## config.mk

```make
export PLATFORM = sky130hd
export DESIGN_NAME = uart_tx_feeder
export DESIGN_NICKNAME = d
export VERILOG_FILES = /design/src/rtl/uart_pkg.sv /design/src/rtl/sync_fifo.sv /design/src/rtl/uart_tx_feeder.sv
export SDC_FILE = /design/constraint.sdc
export NUM_CORES = 1
export LEC_CHECK = 0
export ABC_AREA = 1
export CORE_ASPECT_RATIO = 1.75
export CORE_MARGIN = 8
export CORE_UTILIZATION = 30
export CTS_BUF_LIST = sky130_fd_sc_hd__clkbuf_4 sky130_fd_sc_hd__clkbuf_8
export DETAILED_ROUTE_END_ITERATION = 10
export DONT_BUFFER_PORTS = 1
export GPL_ROUTABILITY_DRIVEN = 0
export GPL_TIMING_DRIVEN = 0
export HOLD_SLACK_MARGIN = 0.03
export PLACE_DENSITY_LB_ADDON = 0.25
export SYNTH_ARGS = -nofsm -noshare
export SYNTH_HDL_FRONTEND = slang
export SYNTH_SLANG_ARGS = --single-unit
```

## constraint.sdc

```tcl
create_clock -name clk -period 4.25 [get_ports clk]
set_clock_uncertainty 0.05 [all_clocks]
set_input_delay 0.85 -clock clk [delete_from_list [all_inputs] [get_ports clk]]
set_output_delay 0.85 -clock clk [all_outputs]
set_load 0.01 [all_outputs]
```

## src/rtl/uart_pkg.sv

```systemverilog
// rtl/uart_pkg.sv - shared types and constants for the UART transmit path
package uart_pkg;
  localparam int UART_BYTE_W = 8;

  typedef enum logic [1:0] {
    IDLE      = 2'd0,
    SEND      = 2'd1,
    WAIT_BUSY = 2'd2
  } feeder_state_e;
endpackage

```

## src/rtl/sync_fifo.sv

```systemverilog
// rtl/sync_fifo.sv - single-clock FIFO with occupancy count and full/empty flags
module sync_fifo #(
  parameter int WIDTH = 8,
  parameter int DEPTH = 16,
  localparam int PTR_W = $clog2(DEPTH)
) (
  input  logic             clk,
  input  logic             rst,
  input  logic             push,
  input  logic [WIDTH-1:0] push_data,
  input  logic             pop,
  output logic [WIDTH-1:0] head_data,
  output logic [PTR_W:0]   count,
  output logic             full,
  output logic             empty
);
  logic [WIDTH-1:0] mem [DEPTH];
  logic [PTR_W-1:0] wr_ptr;
  logic [PTR_W-1:0] rd_ptr;
  logic             do_push;
  logic             do_pop;

  assign full      = (count == (PTR_W+1)'(DEPTH));
  assign empty     = (count == '0);
  assign do_push   = push & ~full;
  assign do_pop    = pop & ~empty;
  assign head_data = mem[rd_ptr];

  always_ff @(posedge clk) begin
    if (do_push) begin
      mem[wr_ptr] <= push_data;
    end
  end

  // DEPTH is a power of two, so pointers wrap naturally at their width
  always_ff @(posedge clk) begin
    if (rst) begin
      wr_ptr <= '0;
      rd_ptr <= '0;
      count  <= '0;
    end else begin
      if (do_push) wr_ptr <= wr_ptr + PTR_W'(1);
      if (do_pop)  rd_ptr <= rd_ptr + PTR_W'(1);
      case ({do_push, do_pop})
        2'b10:   count <= count + (PTR_W+1)'(1);
        2'b01:   count <= count - (PTR_W+1)'(1);
        default: count <= count;
      endcase
    end
  end
endmodule

```

## src/rtl/uart_tx_feeder.sv

```systemverilog
// rtl/uart_tx_feeder.sv - buffers producer bytes and paces them into the UART transmitter
// Optional level output enabled by UART_TX_FEEDER_LEVEL_EN.
module uart_tx_feeder
  import uart_pkg::*;
#(
  parameter int DEPTH = 16,
  localparam int PTR_W = $clog2(DEPTH)
) (
  input  logic                   clk,
  input  logic                   rst,
  input  logic [UART_BYTE_W-1:0] wr_data,
  input  logic                   wr_valid,
  output logic                   wr_ready,
  output logic [UART_BYTE_W-1:0] tx_data,
  output logic                   tx_req,
  input  logic                   tx_empty,
  output logic                   fifo_empty,
`ifdef UART_TX_FEEDER_LEVEL_EN
  output logic [PTR_W:0]         level,
`endif
  output logic                   overflow,
  input  logic                   ovf_clear
);
  feeder_state_e          state;
  logic                   push;
  logic                   pop;
  logic                   fifo_full;
  logic                   fifo_empty_w;
  logic [PTR_W:0]         fifo_count;
  logic [UART_BYTE_W-1:0] head_data;

  assign wr_ready   = ~fifo_full;
  assign fifo_empty = fifo_empty_w;
  assign push       = wr_valid & ~fifo_full;
  assign pop        = (state == IDLE) && (fifo_count != '0) && tx_empty;

`ifdef UART_TX_FEEDER_LEVEL_EN
  assign level = fifo_count;
`endif

  sync_fifo #(
    .WIDTH (UART_BYTE_W),
    .DEPTH (DEPTH)
  ) u_fifo (
    .clk       (clk),
    .rst       (rst),
    .push      (push),
    .push_data (wr_data),
    .pop       (pop),
    .head_data (head_data),
    .count     (fifo_count),
    .full      (fifo_full),
    .empty     (fifo_empty_w)
  );

  // The transmitter dropping tx_empty acknowledges the load; only then may we issue again
  always_ff @(posedge clk) begin
    if (rst) begin
      state   <= IDLE;
      tx_req  <= 1'b0;
      tx_data <= '0;
    end else begin
      case (state)
        IDLE: begin
          if (pop) begin
            tx_data <= head_data;
            tx_req  <= 1'b1;
            state   <= SEND;
          end
        end
        SEND: begin
          tx_req <= 1'b0;
          state  <= WAIT_BUSY;
        end
        WAIT_BUSY: begin
          if (!tx_empty) state <= IDLE;
        end
        default: begin
          tx_req <= 1'b0;
          state  <= IDLE;
        end
      endcase
    end
  end

  always_ff @(posedge clk) begin
    if (rst) begin
      overflow <= 1'b0;
    end else if (wr_valid && fifo_full) begin
      overflow <= 1'b1;
    end else if (ovf_clear) begin
      overflow <= 1'b0;
    end
  end
endmodule

```

==> results of run 1 <==
[path summary, 6_finish.rpt]
check                       start          endpoint  slack [ns]
setup / recovery  u_fifo.count[0]   u_fifo.count[4]        1.70
setup reg to reg  u_fifo.count[0]   u_fifo.count[4]        1.70
hold reg to reg          state[1]          state[1]        0.45
hold / removal         wr_data[0]  u_fifo.mem[2][0]        0.45
[metal layers]
metal / vias to the layer above / global-route usage
met1: 2047 / 0.123
met5: - / 0
met2: 80 / 0.235
met3: 25 / 0.0239
li1: 2267 / -
met4: 0 / 0.0835
[logic make-up after synthesis]
family | after synthesis | synth area share
simple gates | 374 | 0.230
flops | 153 | 0.646
buf+inv | 129 | 0.0817
xor+xnor | 6 | 0.00782
compound gates | 22 | 0.0171
fa+ha+maj | 9 | 0.0168
[through the flow]
stage,setup WS (ns),total power (W),instance area (um2),instances
floorplan,1.74,0.00269,6720,693
global placement,1.41,0.00303,7090,989
global route,1.55,0.00454,7550,1021
CTS,1.69,0.00432,7550,1021
finish,1.70,0.00427,7560,1022
detailed placement,1.38,0.00304,7090,989
[cell usage after synthesis]
cell      count
nand2_1     234
edfxtp_1    128
nand3_1      96
inv_1        95
nor2_1       38
dfxtp_1      25
a21oi_1      14
buf_2        13
buf_4         9
ha_1          9
o21ai_0       6
xor2_1        5
clkbuf_1      3
inv_2         3
buf_1         2
buf_6         2
clkinv_1      2
nand2_2       2
a21boi_0      1
nand3b_1      1
nand4_1       1
nand4_2       1
nor2_2        1
o21bai_1      1
xnor2_1       1
[registers in the layout (all words and copies together), names as in the netlist]
signal / cells
u_fifo.rd_ptr: 4
tx_data: 8
u_fifo.mem: 128
u_fifo.wr_ptr: 4
u_fifo.count: 5
state: 2
overflow: 1
tx_req: 1
[area by class of cell]
class	count	area share
inverters	100	0.0497
clock inverters	14	0.0285
diodes	1	0.000331
plain buffers	29	0.0230
clock buffers	18	0.0328
flip-flops and latches	153	0.575
multi-input cells	411	0.242
well taps	296	0.0490
[power by group through the flow]
stage                     sequential (W)  clock [W]  combinational (W)
final                            0.00181    0.00128            0.00118
after CTS                        0.00181    0.00131            0.00120
after detailed placement         0.00185          0            0.00120
after floorplan                  0.00182          0           0.000865
after global placement           0.00185          0            0.00119
after global routing             0.00183    0.00137            0.00135
==> results.py, run 1 <==
metrics = {
    "placement": {
        "portBuffers": 0,
        "place_hpwl_um": 12200,
    },
    "final_layout": {
        "fillers": 2267,
        "multi_input_area_um2": 1830,
        "fin_util": 0.342,
        "finalNetCount": 734,
        "regArea_um2": 4340,
        "syn2layout_area_growth_pct": 12.4,
        "drive_gt1_frac": 0.0869,
        "final_common_cell": "nand2_1",
        "mostFrequentLayoutCells": "nand2_1 (234), edfxtp_1 (128), nand3_1 (96)",
    },
    "critical_path": {
        "path_depth": 15,
        "worst_ep_arrival_time_ns": 2.80,
        "critPathMostFrequentCell": "nand2_1",
        "cp_data_required_time_ns": 4.50,
        "cp_max_fo": 11,
        "crit_path_max_incr_delay_ns": 0.37,
        "path_cells": "nor2_2, nand4_1, nand2_2, inv_2, buf_4, ha_1, xor2_1, ha_1, inv_1, nand2_1, nand3_1, nand3b_1, nand2_1, nand2_1, a21oi_1",
        "rr_worst_depth": 15,
        "cp-end-kind": "register",
        "criticalPathCategory": "register to register",
        "cp-start-kind": "register",
        "crit_family": "simple AND/OR/NAND/NOR gates",
        "crit_buf_inv": 3,
        "slowest_stage": "dfxtp_1",
    },
    "yosys": {
        "synth_cell_types": 25,
        "ys_ff_latch": 153,
        "synth.largest_area_cell": "edfxtp_1",
        "ys.warnings.count": 0,
        "yosysTopAreaCellShare": 0.572,
        "ys_top_cells_by_area": "edfxtp_1 (57%), nand2_1 (13%), dfxtp_1 (7.4%), nand3_1 (7.1%), inv_1 (5.3%)",
        "yosysSeqAreaShare": 0.646,
        "postSynthAreaPerCell_um2": 9.70,
        "netlist_instances": 693,
        "synth_area_um2": 6720,
        "syn_nets": 715,
    },
    "die": {
        "die_h_um": 214,
        "io_pins": 25,
        "rows": 72,
        "start_util": 0.304,
        "die_w_um": 129,
        "core-area_um2": 22100,
        "dieArea_um2": 27600,
    },
    "cts": {
        "path_clk_slew_ns": 0.09,
        "clock-sinks": 153,
        "postCtsResizedCells": 0,
        "clock_latency_ns": 0.45,
        "cts_tree": "done",
        "cts_made_buffers": 17,
        "cts.htree.levels": 4,
        "clockBufferDepth": 2,
        "clk_root_buffer_cell": "clkbuf_8",
        "cts_setup_buffers": 0,
        "holdBufCountCts": 0,
    },
    "route": {
        "drtIter0Drc": 199,
        "routedLengthMet1_um": 5900,
        "met2WireLength_um": 9320,
        "vias": 4419,
        "top_layer": "met4",
        "met3WireLength_um": 529,
        "wl_per_cell_um": 16.2,
        "firstDrtPassIters": 4,
        "antenna_left": 0,
        "wirelength_um": 16500,
        "drc_errors": 0,
        "avgViaCountPerCell": 4.32,
    },
    "timing": {
        "maxSlewHeadroom": 0.422,
        "tns_ns": 0,
        "rsz0062_at_grt": "no",
        "hold_viol": 0,
        "max_freq_ghz": 0.393,
        "drv_slew": 0,
        "worstMarginPinSlew_ns": 0.863,
        "period_needed_ns": 2.55,
        "hold_slack_ns": 0.447,
        "setup_viol": 0,
        "period_share": 0.599,
    },
    "global_route": {
        "grt_pass1_wl_um": 25900,
        "grt_use_total": 0.127,
        "gr-total-overflow": 0,
        "grt_max_degree": 17,
        "grt_pass1_vias": 4573,
        "antenna_found_initial": 0,
    },
    "pwr": {
        "p_comb_frac": 0.277,
        "p_clk_frac": 0.299,
        "max-vdd-ir-drop_mv": 0.325,
        "power.switching_w": 0.00144,
        "leakagePower_nw": 3.17,
        "seqPwrFrac": 0.424,
        "p_sw_frac": 0.337,
        "intPower_w": 0.00283,
        "power.density_nw_per_um2": 565,
    },
    "min_path": {
        "hold_depth": 0,
        "hold_class": "input pin to register",
    },
    "job": {
        "max_cap_viol_count": 0,
    },
    "run_status": {
        "status": "completed",
    },
}
(Power assumes the default switching activity.)
==> inputs of run 2 (changes only) <==
- clock period: 4.25 -> 2.3 ns (I/O delays scaled with it)
==> run 2 against run 1 <==
Against the previous run:
- first-iteration DRC count is 66% higher
- fmax increased by 12%
- sequential cell count is the same
==> results.py, run 2 (synthesis gave the netlist of run 1 again) <==
metrics = {
    "run_status": {
        "status": "completed",
    },
    "critical_path": {
        "cp_data_required_time_ns": 2.57,
        "rr_startpoint": "u_fifo.count[0]",
        "cp-start-kind": "register",
        "rr_endpoint": "u_fifo.count[4]",
        "worst-r2r-setup-slack_ns": 0.02,
        "criticalPathCategory": "register to register",
        "rr_worst_depth": 15,
        "cp_max_fo": 11,
        "endpoint": "u_fifo.count[4]",
        "worst_ep_arrival_time_ns": 2.55,
        "cp-end-kind": "register",
        "worstSetupStartpoint": "u_fifo.count[0]",
    },
    "pwr": {
        "p_sw_frac": 0.343,
        "max-vdd-ir-drop_mv": 0.577,
        "p_comb_frac": 0.292,
        "intPower_w": 0.00532,
        "finalPower_w": 0.00810,
        "p_clk_frac": 0.294,
        "power.switching_w": 0.00278,
        "seqPwrFrac": 0.413,
        "power.density_nw_per_um2": 1030,
        "leakagePower_nw": 3.29,
    },
    "die": {
        "io_pins": 25,
        "die_w_um": 129,
        "core-area_um2": 22100,
        "start_util": 0.304,
        "die_h_um": 214,
        "dieArea_um2": 27600,
        "rows": 72,
    },
    "cts": {
        "path_clk_slew_ns": 0.09,
        "clockBufferDepth": 2,
        "clock_latency_ns": 0.46,
        "cts_tree": "done",
        "clock-sinks": 153,
        "cts_made_buffers": 17,
        "clk_root_buffer_cell": "clkbuf_8",
        "cts.htree.levels": 4,
    },
    "route": {
        "drtIter0Drc": 331,
        "antenna_left": 0,
        "avgViaCountPerCell": 4.44,
        "wl_per_cell_um": 18.0,
        "wirelength_um": 18900,
        "vias": 4659,
        "firstDrtPassIters": 4,
        "drc_errors": 0,
    },
    "timing": {
        "hold_slack_ns": 0.0481,
        "period_share": 0.991,
        "maxSlewHeadroom": 0.489,
        "max_freq_ghz": 0.439,
        "period_needed_ns": 2.28,
        "hold_viol": 0,
        "setup_viol": 0,
        "rsz0062_at_grt": "yes",
        "worstMarginPinSlew_ns": 0.764,
        "drv_slew": 0,
    },
    "job": {
        "max_cap_viol_count": 0,
    },
    "placement": {
        "place_hpwl_um": 12200,
        "portBuffers": 0,
        "dpl.cell_count": 989,
        "placed_area_um2": 7090,
    },
    "global_route": {
        "antenna_found_initial": 0,
        "grt_pass1_wl_um": 27000,
        "grt_max_degree": 17,
        "gr-total-overflow": 0,
        "grt_pass1_vias": 4708,
        "grt_use_total": 0.134,
    },
    "final_layout": {
        "largest_register_ffs": 128,
        "finalNetCount": 761,
        "reg_top3": "u_fifo.mem (128), tx_data (8), u_fifo.count (5)",
        "final_common_cell": "nand2_1",
        "top_register": "u_fifo.mem",
        "fillers": 2243,
        "syn2layout_area_growth_pct": 17.0,
        "final_cell_area_um2": 7860,
        "final_cells": 1049,
        "drive_gt1_frac": 0.102,
        "mostFrequentLayoutCells": "nand2_1 (234), edfxtp_1 (128), nand3_1 (96)",
    },
    "min_path": {
        "hold_class": "input pin to register",
        "hold_depth": 0,
    },
}
==> run 2: cell count changes in the layout (fill, tap and decap cells not counted), sizes merged <==
cell / change
buf: +3
dlygate4sd3: +24
==> run 2: per-stage QoR <==
stage	setup TNS, ns	util	setup WS [ns]
after floorplan	0	-	0.174
after global placement	-0.343	0.321	-0.190
after detailed placement	-0.427	0.321	-0.226
after CTS	-0.00751	0.349	-0.00751
after global routing	-0.135	0.356	-0.115
final	0	0.356	0.0197
==> run 2: power by group through the flow <==
stage                     clock [W]  combinational, W  sequential [W]
after floorplan                   0           0.00160         0.00337
after global placement            0           0.00219         0.00341
after detailed placement          0           0.00221         0.00341
after CTS                   0.00242           0.00231         0.00335
after global routing        0.00252           0.00266         0.00337
final                       0.00238           0.00237         0.00335
==> run 2: area by class of cell <==
type / count / area [um2] / share of cell area
Inverter: 100 / 375 / 0.0477
Antenna cell: 1 / 2.50 / 0.000318
Clock buffer: 18 / 248 / 0.0315
Timing Repair Buffer: 27 / 263 / 0.0334
Sequential cell: 153 / 4350 / 0.553
Buffer: 29 / 178 / 0.0226
Multi-Input combinational cell: 411 / 1860 / 0.237
Clock inverter: 14 / 215 / 0.0274
Tap cell: 296 / 370 / 0.0471
==> run 2: worst min path at each step <==
stage / from / endpoint
after floorplan: state[1] / state[1]
after global placement: state[1] / state[1]
after detailed placement: state[1] / state[1]
after CTS: wr_data[1] / u_fifo.mem[3][1]
after global routing: wr_data[5] / u_fifo.mem[10][5]
final: wr_data[1] / u_fifo.mem[6][1]
==> run 2: critical path, cell delays in order, from the launching register on <==
cell and delay [ns]:
dfxtp_2 0.36, nor2_2 0.14, nand4_1 0.18, nand2_4 0.13, inv_2 0.05, buf_6 0.15
ha_4 0.19, xor2_1 0.20, ha_1 0.18, inv_1 0.04, nand2_1 0.10, nand3_1 0.12
nand3b_1 0.10, nand2_1 0.05, nand2_1 0.05, a21oi_1 0.05
==> run 2: routing by layer <==
layer,up-vias,track usage,share of wire
met2,113,0.247,0.56
met5,-,0,0
met4,0,0.0859,0.044
li1,2323,-,-
met1,2180,0.133,0.36
met3,43,0.0214,0.035
==> run 2: what timing repair did <==
item	in CTS	in global routing
endpoints found under the setup margin	3	76
pin swaps	2	1
hold buffers	12	12
buffers inserted	2	1
gates resized for setup	4	10
endpoints found under the hold margin	43	15
